[config.mk]
export PLATFORM = sky130hd
export DESIGN_NAME = seq_mult
export DESIGN_NICKNAME = d
export VERILOG_FILES = /design/src/rtl/seq_mult_pkg.sv /design/src/rtl/seq_mult_ctrl.sv /design/src/rtl/seq_mult.sv
export SDC_FILE = /design/constraint.sdc
export NUM_CORES = 1
export LEC_CHECK = 0
export CAP_MARGIN = 0
export CORE_MARGIN = 10
export CORE_UTILIZATION = 60
export DETAILED_ROUTE_END_ITERATION = 10
export GPL_TIMING_DRIVEN = 1
export PLACE_DENSITY_LB_ADDON = 0.08
export RECOVER_POWER = 50
export REMOVE_ABC_BUFFERS = 1
export SKIP_LAST_GASP = 1
export SYNTH_ARGS = -nofsm -noshare
export SYNTH_HDL_FRONTEND = slang
export SYNTH_SLANG_ARGS = --single-unit
[constraint.sdc]
create_clock -name clk -period 5.5 [get_ports clk]
set_input_delay 0.825 -clock clk [delete_from_list [all_inputs] [get_ports clk]]
set_output_delay 0.825 -clock clk [all_outputs]
set_load 0.01 [all_outputs]
[src/rtl/seq_mult_pkg.sv]
// Shared definitions for the sequential shift-add multiplier: the FSM
// state encoding and the default operand width.
package seq_mult_pkg;

  localparam int DEFAULT_WIDTH = 8;

  typedef enum logic [1:0] {
    IDLE = 2'd0,
    RUN  = 2'd1,
    FIX  = 2'd2,
    DONE = 2'd3
  } state_t;

endpackage

[src/rtl/seq_mult_ctrl.sv]
// Control FSM for seq_mult. It sequences IDLE -> RUN -> FIX -> DONE and
// hands the datapath one-hot strobes for operand capture, shift-add
// iterations and the sign fix-up. The datapath reports when the
// iteration is finished through run_last.
module seq_mult_ctrl
  import seq_mult_pkg::*;
(
  input  logic clk,
  input  logic reset,
  input  logic start,
  input  logic run_last,
  output logic busy,
  output logic done,
  output logic accept,
  output logic run_en,
  output logic fix_en
);

  state_t state;
  state_t state_nxt;

  // State register; reset wins over everything, including a pending start.
  always_ff @(posedge clk) begin
    if (reset) begin
      state <= IDLE;
    end else begin
      state <= state_nxt;
    end
  end

  // Next-state logic; start is only looked at in IDLE, so requests made
  // while busy or in DONE are dropped rather than queued.
  always_comb begin
    state_nxt = state;
    case (state)
      IDLE:    if (start) state_nxt = RUN;
      RUN:     if (run_last) state_nxt = FIX;
      FIX:     state_nxt = DONE;
      DONE:    state_nxt = IDLE;
      default: state_nxt = IDLE;
    endcase
  end

  // Output decode; all strobes are pure functions of the current state.
  always_comb begin
    busy   = (state == RUN) || (state == FIX);
    done   = (state == DONE);
    accept = (state == IDLE) && start;
    run_en = (state == RUN);
    fix_en = (state == FIX);
  end

endmodule

[src/rtl/seq_mult.sv]
// Sequential shift-add multiplier, unsigned or two's complement per
// operation. Operands are reduced to magnitudes on capture, multiplied
// one bit per RUN cycle, and the product is negated in FIX when the
// operand signs differ.
//
// Build option: define SEQ_MULT_EARLY_EXIT_EN to end RUN as soon as the
// remaining multiplier bits are all zero; otherwise RUN always lasts
// WIDTH cycles.
module seq_mult
  import seq_mult_pkg::*;
#(
  parameter int WIDTH = DEFAULT_WIDTH
) (
  input  logic               clk,
  input  logic               reset,
  input  logic               start,
  input  logic               signed_mode,
  input  logic [WIDTH-1:0]   in_A,
  input  logic [WIDTH-1:0]   in_B,
  output logic               busy,
  output logic               done,
  output logic [2*WIDTH-1:0] pp
);

  localparam int PW    = 2 * WIDTH;
  localparam int CNT_W = $clog2(WIDTH + 1);

  logic [PW-1:0]    acc;
  logic [PW-1:0]    lsr;
  logic [WIDTH-1:0] rsr;
  logic [CNT_W-1:0] cnt;
  logic             sign;

  logic accept;
  logic run_en;
  logic fix_en;
  logic run_last;

  // Magnitude of an operand as an unsigned WIDTH-bit value. The most
  // negative input maps to 2^(WIDTH-1), which still fits unsigned.
  function automatic logic [WIDTH-1:0] magnitude(input logic [WIDTH-1:0] v,
                                                 input logic             is_signed);
    if (is_signed && v[WIDTH-1]) begin
      return ~v + WIDTH'(1);
    end
    return v;
  endfunction

  // Conditional two's-complement negation of a full-width product.
  function automatic logic [PW-1:0] apply_sign(input logic [PW-1:0] v,
                                               input logic          neg);
    if (neg) begin
      return ~v + PW'(1);
    end
    return v;
  endfunction

`ifdef SEQ_MULT_EARLY_EXIT_EN
  // Finish when the multiplier bits still to be shifted in are all zero.
  assign run_last = (rsr[WIDTH-1:1] == '0);
`else
  // Finish on the last of WIDTH iterations.
  assign run_last = (cnt == CNT_W'(WIDTH - 1));
`endif

  seq_mult_ctrl u_ctrl (
    .clk      (clk),
    .reset    (reset),
    .start    (start),
    .run_last (run_last),
    .busy     (busy),
    .done     (done),
    .accept   (accept),
    .run_en   (run_en),
    .fix_en   (fix_en)
  );

  // Shift registers: load magnitudes on capture, shift once per RUN cycle.
  always_ff @(posedge clk) begin
    if (accept) begin
      lsr <= {{WIDTH{1'b0}}, magnitude(in_A, signed_mode)};
      rsr <= magnitude(in_B, signed_mode);
    end else if (run_en) begin
      lsr <= lsr << 1;
      rsr <= rsr >> 1;
    end
  end

  // Accumulator, iteration counter, sign and result register.
  always_ff @(posedge clk) begin
    if (reset) begin
      acc  <= '0;
      cnt  <= '0;
      sign <= 1'b0;
      pp   <= '0;
    end else if (accept) begin
      acc  <= '0;
      cnt  <= '0;
      sign <= signed_mode & (in_A[WIDTH-1] ^ in_B[WIDTH-1]);
    end else if (run_en) begin
      if (rsr[0]) begin
        acc <= acc + lsr;
      end
      cnt <= cnt + CNT_W'(1);
    end else if (fix_en) begin
      acc <= apply_sign(acc, sign);
      pp  <= apply_sign(acc, sign);
    end
  end

endmodule

== Word-level counts from Yosys, hierarchy flattened ==
Cells that the tools add are included.

* Eq/ne operators: 7
* Bitwise logic cells: 7
* Reductions and logical operators: 11
* $add $sub $neg: 5
* Muxes and demuxes: 25

{| class="wikitable"
|+ Operator list
! operator !! number
|-
| two-way mux 16 bit || 5
|-
| two-way mux 8 bit || 8
|-
| adder 16 x 1 -> 16 bit (second input constant) || 1
|-
| adder 16 bit || 1
|-
| adder 8 x 1 -> 8 bit (second input constant) || 2
|-
| inverter 16 bit || 1
|-
| inverter 8 bit || 2
|-
| two-way mux 1 bit || 9
|-
| case mux 2 bit (4 select lines) || 1
|-
| adder 4 x 1 -> 4 bit (second input constant) || 1
|-
| == test 2 bit (second input constant) || 2
|-
| == test 4 x 3 -> 1 bit (second input constant) || 1
|-
| two-way mux 2 bit || 2
|-
| != test 2 bit (second input constant) || 2
|-
| AND reduction 2 bit || 2
|-
| nonzero test 2 bit || 2
|-
| logical AND 1 bit || 3
|-
| AND reduction 3 bit || 1
|-
| == test 2 x 1 -> 1 bit (second input constant) || 1
|-
| logical NOT 2 bit || 1
|-
| != test 2 x 1 -> 1 bit (second input constant) || 1
|-
| inverter 1 bit || 2
|-
| OR reduction 2 bit || 1
|-
| AND 1 bit || 1
|-
| other kinds (2) || 2
|}

* Input port bits: 20
* Register bits after elaboration: 63
* Output and inout bits: 18

== Logic depth before layout (Yosys ltp) ==
* Depth in word-level cells: 8
* Depth in mapped cells: 9
* Gate-level depth less buffers: 8

== Modules after synthesis ==
Synthesis repeated with hierarchy kept, for this count alone.

* Cell total of the unflattened synthesis: 479
* Area, all modules: 4083.9 um2

{| class="wikitable"
|+ Modules (own cells, without submodules)
! module !! instances !! cells each !! area each (um2) !! sequential area each (um2)
|-
| seq_mult || 1 || 461 || 3897.5 || 1381.3
|-
| seq_mult_ctrl || 1 || 18 || 186.4 || 40.0
|}

== Least setup slack after synthesis ==
OpenSTA, ideal clock, no wires.

* Path kind: flip-flop to flip-flop
* Start: register lsr[0]
* End: register acc[14]
* Clock period less this slack: 2311 ps
* Setup time: 133 ps
* Data required time: 5367 ps
* Arrival time: 2178 ps
* Path slack: 3189 ps
* Path buffers: 0
* Stages on the path, launching flop included: 9
* Cell sequence: edfxtp_1 ha_1 fa_1 a21o_1 a221o_1 a221oi_1 o21ai_0 xnor2_1 a21oi_1

* Longest elaborated chain between the ends: 3

{| class="wikitable"
|+ Ends and longest elaborated chain
! what !! RTL line !! text
|-
| from (decl) || seq_mult.sv:29 || <nowiki>logic [PW-1:0] lsr;</nowiki>
|-
| from (signal assigned) || seq_mult.sv:81 || <nowiki>lsr <= {{WIDTH{1'b0}}, magnitude(in_A, signed_mode)};</nowiki>
|-
| from (signal assigned) || seq_mult.sv:84 || <nowiki>lsr <= lsr << 1;</nowiki>
|-
| adder 16 bit || seq_mult.sv:102 || <nowiki>acc <= acc + lsr;</nowiki>
|-
| two-way mux 16 bit || seq_mult.sv:101 || <nowiki>if (rsr[0]) begin</nowiki>
|-
| two-way mux 16 bit || seq_mult.sv:100 || <nowiki>end else if (run_en) begin</nowiki>
|-
| to (signal assigned) || seq_mult.sv:102 ||
|-
| to (signal assigned) || seq_mult.sv:106 || <nowiki>acc <= apply_sign(acc, sign);</nowiki>
|-
| to (decl) || seq_mult.sv:28 || <nowiki>logic [PW-1:0] acc;</nowiki>
|}

No other way between the ends. The select of a mux whose other input is x is not followed.
A chain may end at the register's enable or synchronous reset.

== Worst setup path in the final report ==
* Start: register u_ctrl.state[0]
* End: register acc[15]

* Longest elaborated chain between the ends: 3
* Elaborated cells between the ends (all ways): 9
* Those cells by class: 3 x eq/ne; 1 x mux; 5 x reduce/logical

{| class="wikitable"
|+ Ends and longest elaborated chain
! what !! RTL line !! text
|-
| from (decl) || seq_mult_ctrl.sv:19 || <nowiki>state_t state;</nowiki>
|-
| from (signal assigned) || seq_mult_ctrl.sv:27 || <nowiki>state <= state_nxt;</nowiki>
|-
| == test 2 x 1 -> 1 bit (tied with other cells) || seq_mult_ctrl.sv:49 || <nowiki>run_en = (state == RUN);</nowiki>
|-
| != test 2 bit (no line) (tied with other cells) || -- ||
|-
| AND reduction 2 bit (no line) / OR reduction 2 bit (equally long branches) || -- ||
|}

Parallel ways exist; a longest one is shown, timed or not.

==> metrics.txt <==
Post-Route WL=between 8000 and 9000 um; initial antenna violation count=0; Total Routing Usage GR=between 10% and 20%; Hold-fix buffers, CTS=0; Critical Path RT=5.79 ns; post-route worst setup slack=2.222 ns; num rows=29; hold_ws=between 0.4 and 0.5 ns; Period minus WS final=between 3 and 4 ns; library cells used by synthesis=56; post-layout util=70.75%; Peak VDD IR=0.4837 mV; Starting DRT DRC Count=134; setup bufs post-CTS=0; post-route ant nets=0; post-synthesis instance area=0.003969 mm^2; Fin. Hold Viols=0; routed length per instance=15.30 um; die width=101.3 um; status=finished clean; final instance area=roughly 0.0045 mm^2; post-synthesis cell count=455; clk_skew=0.009041 ns; P_leak=~0.0018 uW; clk buf depth=2; synth warn=0; fmax=0.3051 GHz; Pwr Density=around 470 mW/mm^2; GPL Wtd Cong=0.8750; Die H=101.3 um; HP Class=reg2reg; port bufs=37; TritonCTS clock tree=done; vias per std cell=slightly below 6; latest clock arrival within the worst-skew pair=about 0.35 ns; Startpoint Class=flop; sequential share of the synthesized area=between 30 and 40%; clk sink count=63; Synth async-reset ratio=0%; Synth Area per Inst=about 8.7 um^2; Ant. Diodes=0; post_cts resized=0; Critical Path AT=approximately 3.6 ns; relative slew slack=3.332%; RSZ-0062 raised after global routing=no; post-placement cell area=0.004363 mm^2; number of detailed-route iterations in the first pass=5; fin crit share=between 50% and 60%; CTS Root Buffer Type=clkbuf_8; drt drc=0; Initial Util=62.15%; dpl ws=2.409 ns; # nets final=around 530; max_cap viols=0; CTS clk-pin slew, worst paths=~0.070 ns; fin. max-slew vios=0; via count=3334; core box area=0.006386 mm^2; Synth-to-Final Area Change=13.84%; Num CTS Buffers=9; GRT overflow=0; first-pass GRT wire length=14440 um; endpoints failing setup=0; worst slew pin tran=1.450 ns; post-DP HPWL=between 6000 and 7000 um; layout cells sized above 1=5.544%; I/O pin count=38; R2R Setup Slk=2.22 ns; FF+latch count, synth=between 60 and 70; crit-path max FO=36; Setup Crit Path Kind=reg2reg; die area=0.01027 mm^2; setup tns final=0 ns; FILL cells=526; crit path capture type=flop; H-tree level count=3; pin count of the biggest net entering global routing=37; Post-synth EDFFs=16; Synth Flop Type=dfxtp_1; vias in the first global route=3125
## report_power, final
group	switching, uW	internal (uW)	leakage, uW	total, uW
clock	182	171	0.0000893	354
sequential	116	652	0.000541	767
combinational	600	399	0.00115	998
## synthesized netlist by cell type, types with 4 or more instances
cell / number / area (um^2)
a221oi_1: 4 / 35.03
edfxtp_1: 16 / 480.5
mux2i_1: 16 / 160.2
xnor2_1: 20 / 175.2
inv_1: 14 / 52.55
xor2_1: 25 / 219.0
nor2_1: 58 / 217.7
nand3_1: 8 / 40.04
nor3_1: 4 / 20.02
a21o_1: 5 / 37.54
o31ai_1: 6 / 45.04
a21oi_1: 29 / 145.1
dfxtp_1: 47 / 940.9
ha_1: 24 / 300.3
nand2_1: 44 / 165.2
o21ai_0: 21 / 105.1
o211ai_1: 4 / 30.03
or3_1: 8 / 50.05
clkbuf_1: 18 / 67.56
nand2b_1: 5 / 31.28
a211oi_1: 21 / 157.7
## kinds of logic (layout without fill, tap and decap cells)
| group | after synthesis | count (layout) | synth area share (%) |
|---|---|---|---|
| xor gates and xnor gates | 45 | 45 | 9.931 |
| and+or+nand+nor | 153 | 153 | 18.16 |
| adders and majority gates | 25 | 25 | 8.071 |
| buffers and inverters | 37 | 69 | 3.720 |
| muxes | 17 | 17 | 4.319 |
| AOI/OAI and AO/OA | 115 | 115 | 19.99 |
| DFF | 63 | 63 | 35.81 |
## final timing paths
check / cells after the start / to / start
setup / recovery: 9 / acc[15] / u_ctrl.state[0]
hold reg to reg: 2 / pp[1] / pp[1]
hold / removal: 2 / pp[1] / pp[1]
setup reg to reg: 9 / acc[15] / u_ctrl.state[0]
## worst max-delay path, cell delays in order, from the launching register on
cell and delay (ns):
dfxtp_1 0.35, inv_1 0.12, ha_1 0.15, clkbuf_1 1.05, nand2b_1 0.34, nor2_1 0.50
a21boi_0 0.28, xor2_1 0.20, o21ai_0 0.10, a21oi_1 0.12
## registers in the layout, indices dropped and copies added, names as in the netlist
name,flops
pp,16
sign,1
lsr,16
cnt,4
u_ctrl.state,2
acc,16
rsr,8
## per-stage QoR
stage               power [uW]  std cells
floorplan                 1474        432
global placement          1751        549
detailed placement        1788        549
CTS                       2142        564
global route              2286        564
finish                    2119        564
## layer usage
metal / global-route usage [%] / part of all wire (%) / vias up / routed length (um)
met4: 7.288 / 1.8 / 0 / 158
met2: 25.98 / 44 / 98 / 3793
met1: 22.71 / 48 / 1520 / 4174
met3: 4.152 / 5.8 / 14 / 502
met5: 0 / 0 / - / 0
li1: - / - / 1702 / -
## layout by cell type, fill, tap and decap left out, types with 3 or more instances in the layout
cell type / count
a211oi_1: 21
a21boi_0: 3
a21o_1: 5
a21oi_1: 29
a221oi_1: 4
a311o_1: 3
a311oi_1: 3
a31oi_1: 3
clkbuf_1: 3
clkbuf_8: 10
clkdlybuf4s50_1: 20
clkinv_2: 3
dfxtp_1: 47
dlygate4sd3_1: 17
edfxtp_1: 16
ha_1: 24
inv_1: 14
mux2i_1: 16
nand2_1: 44
nand2b_1: 5
nand3_1: 8
nand3b_1: 3
nand4_1: 3
nor2_1: 58
nor3_1: 4
o211ai_1: 4
o21ai_0: 21
o31ai_1: 6
or3_1: 8
xnor2_1: 20
xor2_1: 25
## cell type report
type                       count  area (um^2)  area share [%]
clock inverter                 4        21.27          0.4708
sequential                    63         1421           31.46
multi-input combinational    355         2400           53.12
inverter                      14        52.55           1.163
clock buffer                  11        141.4           3.129
timing repair buffer          40        385.4           8.530
tap                           77        96.34           2.132
No activity file was read; power rests on OpenSTA's default activity.
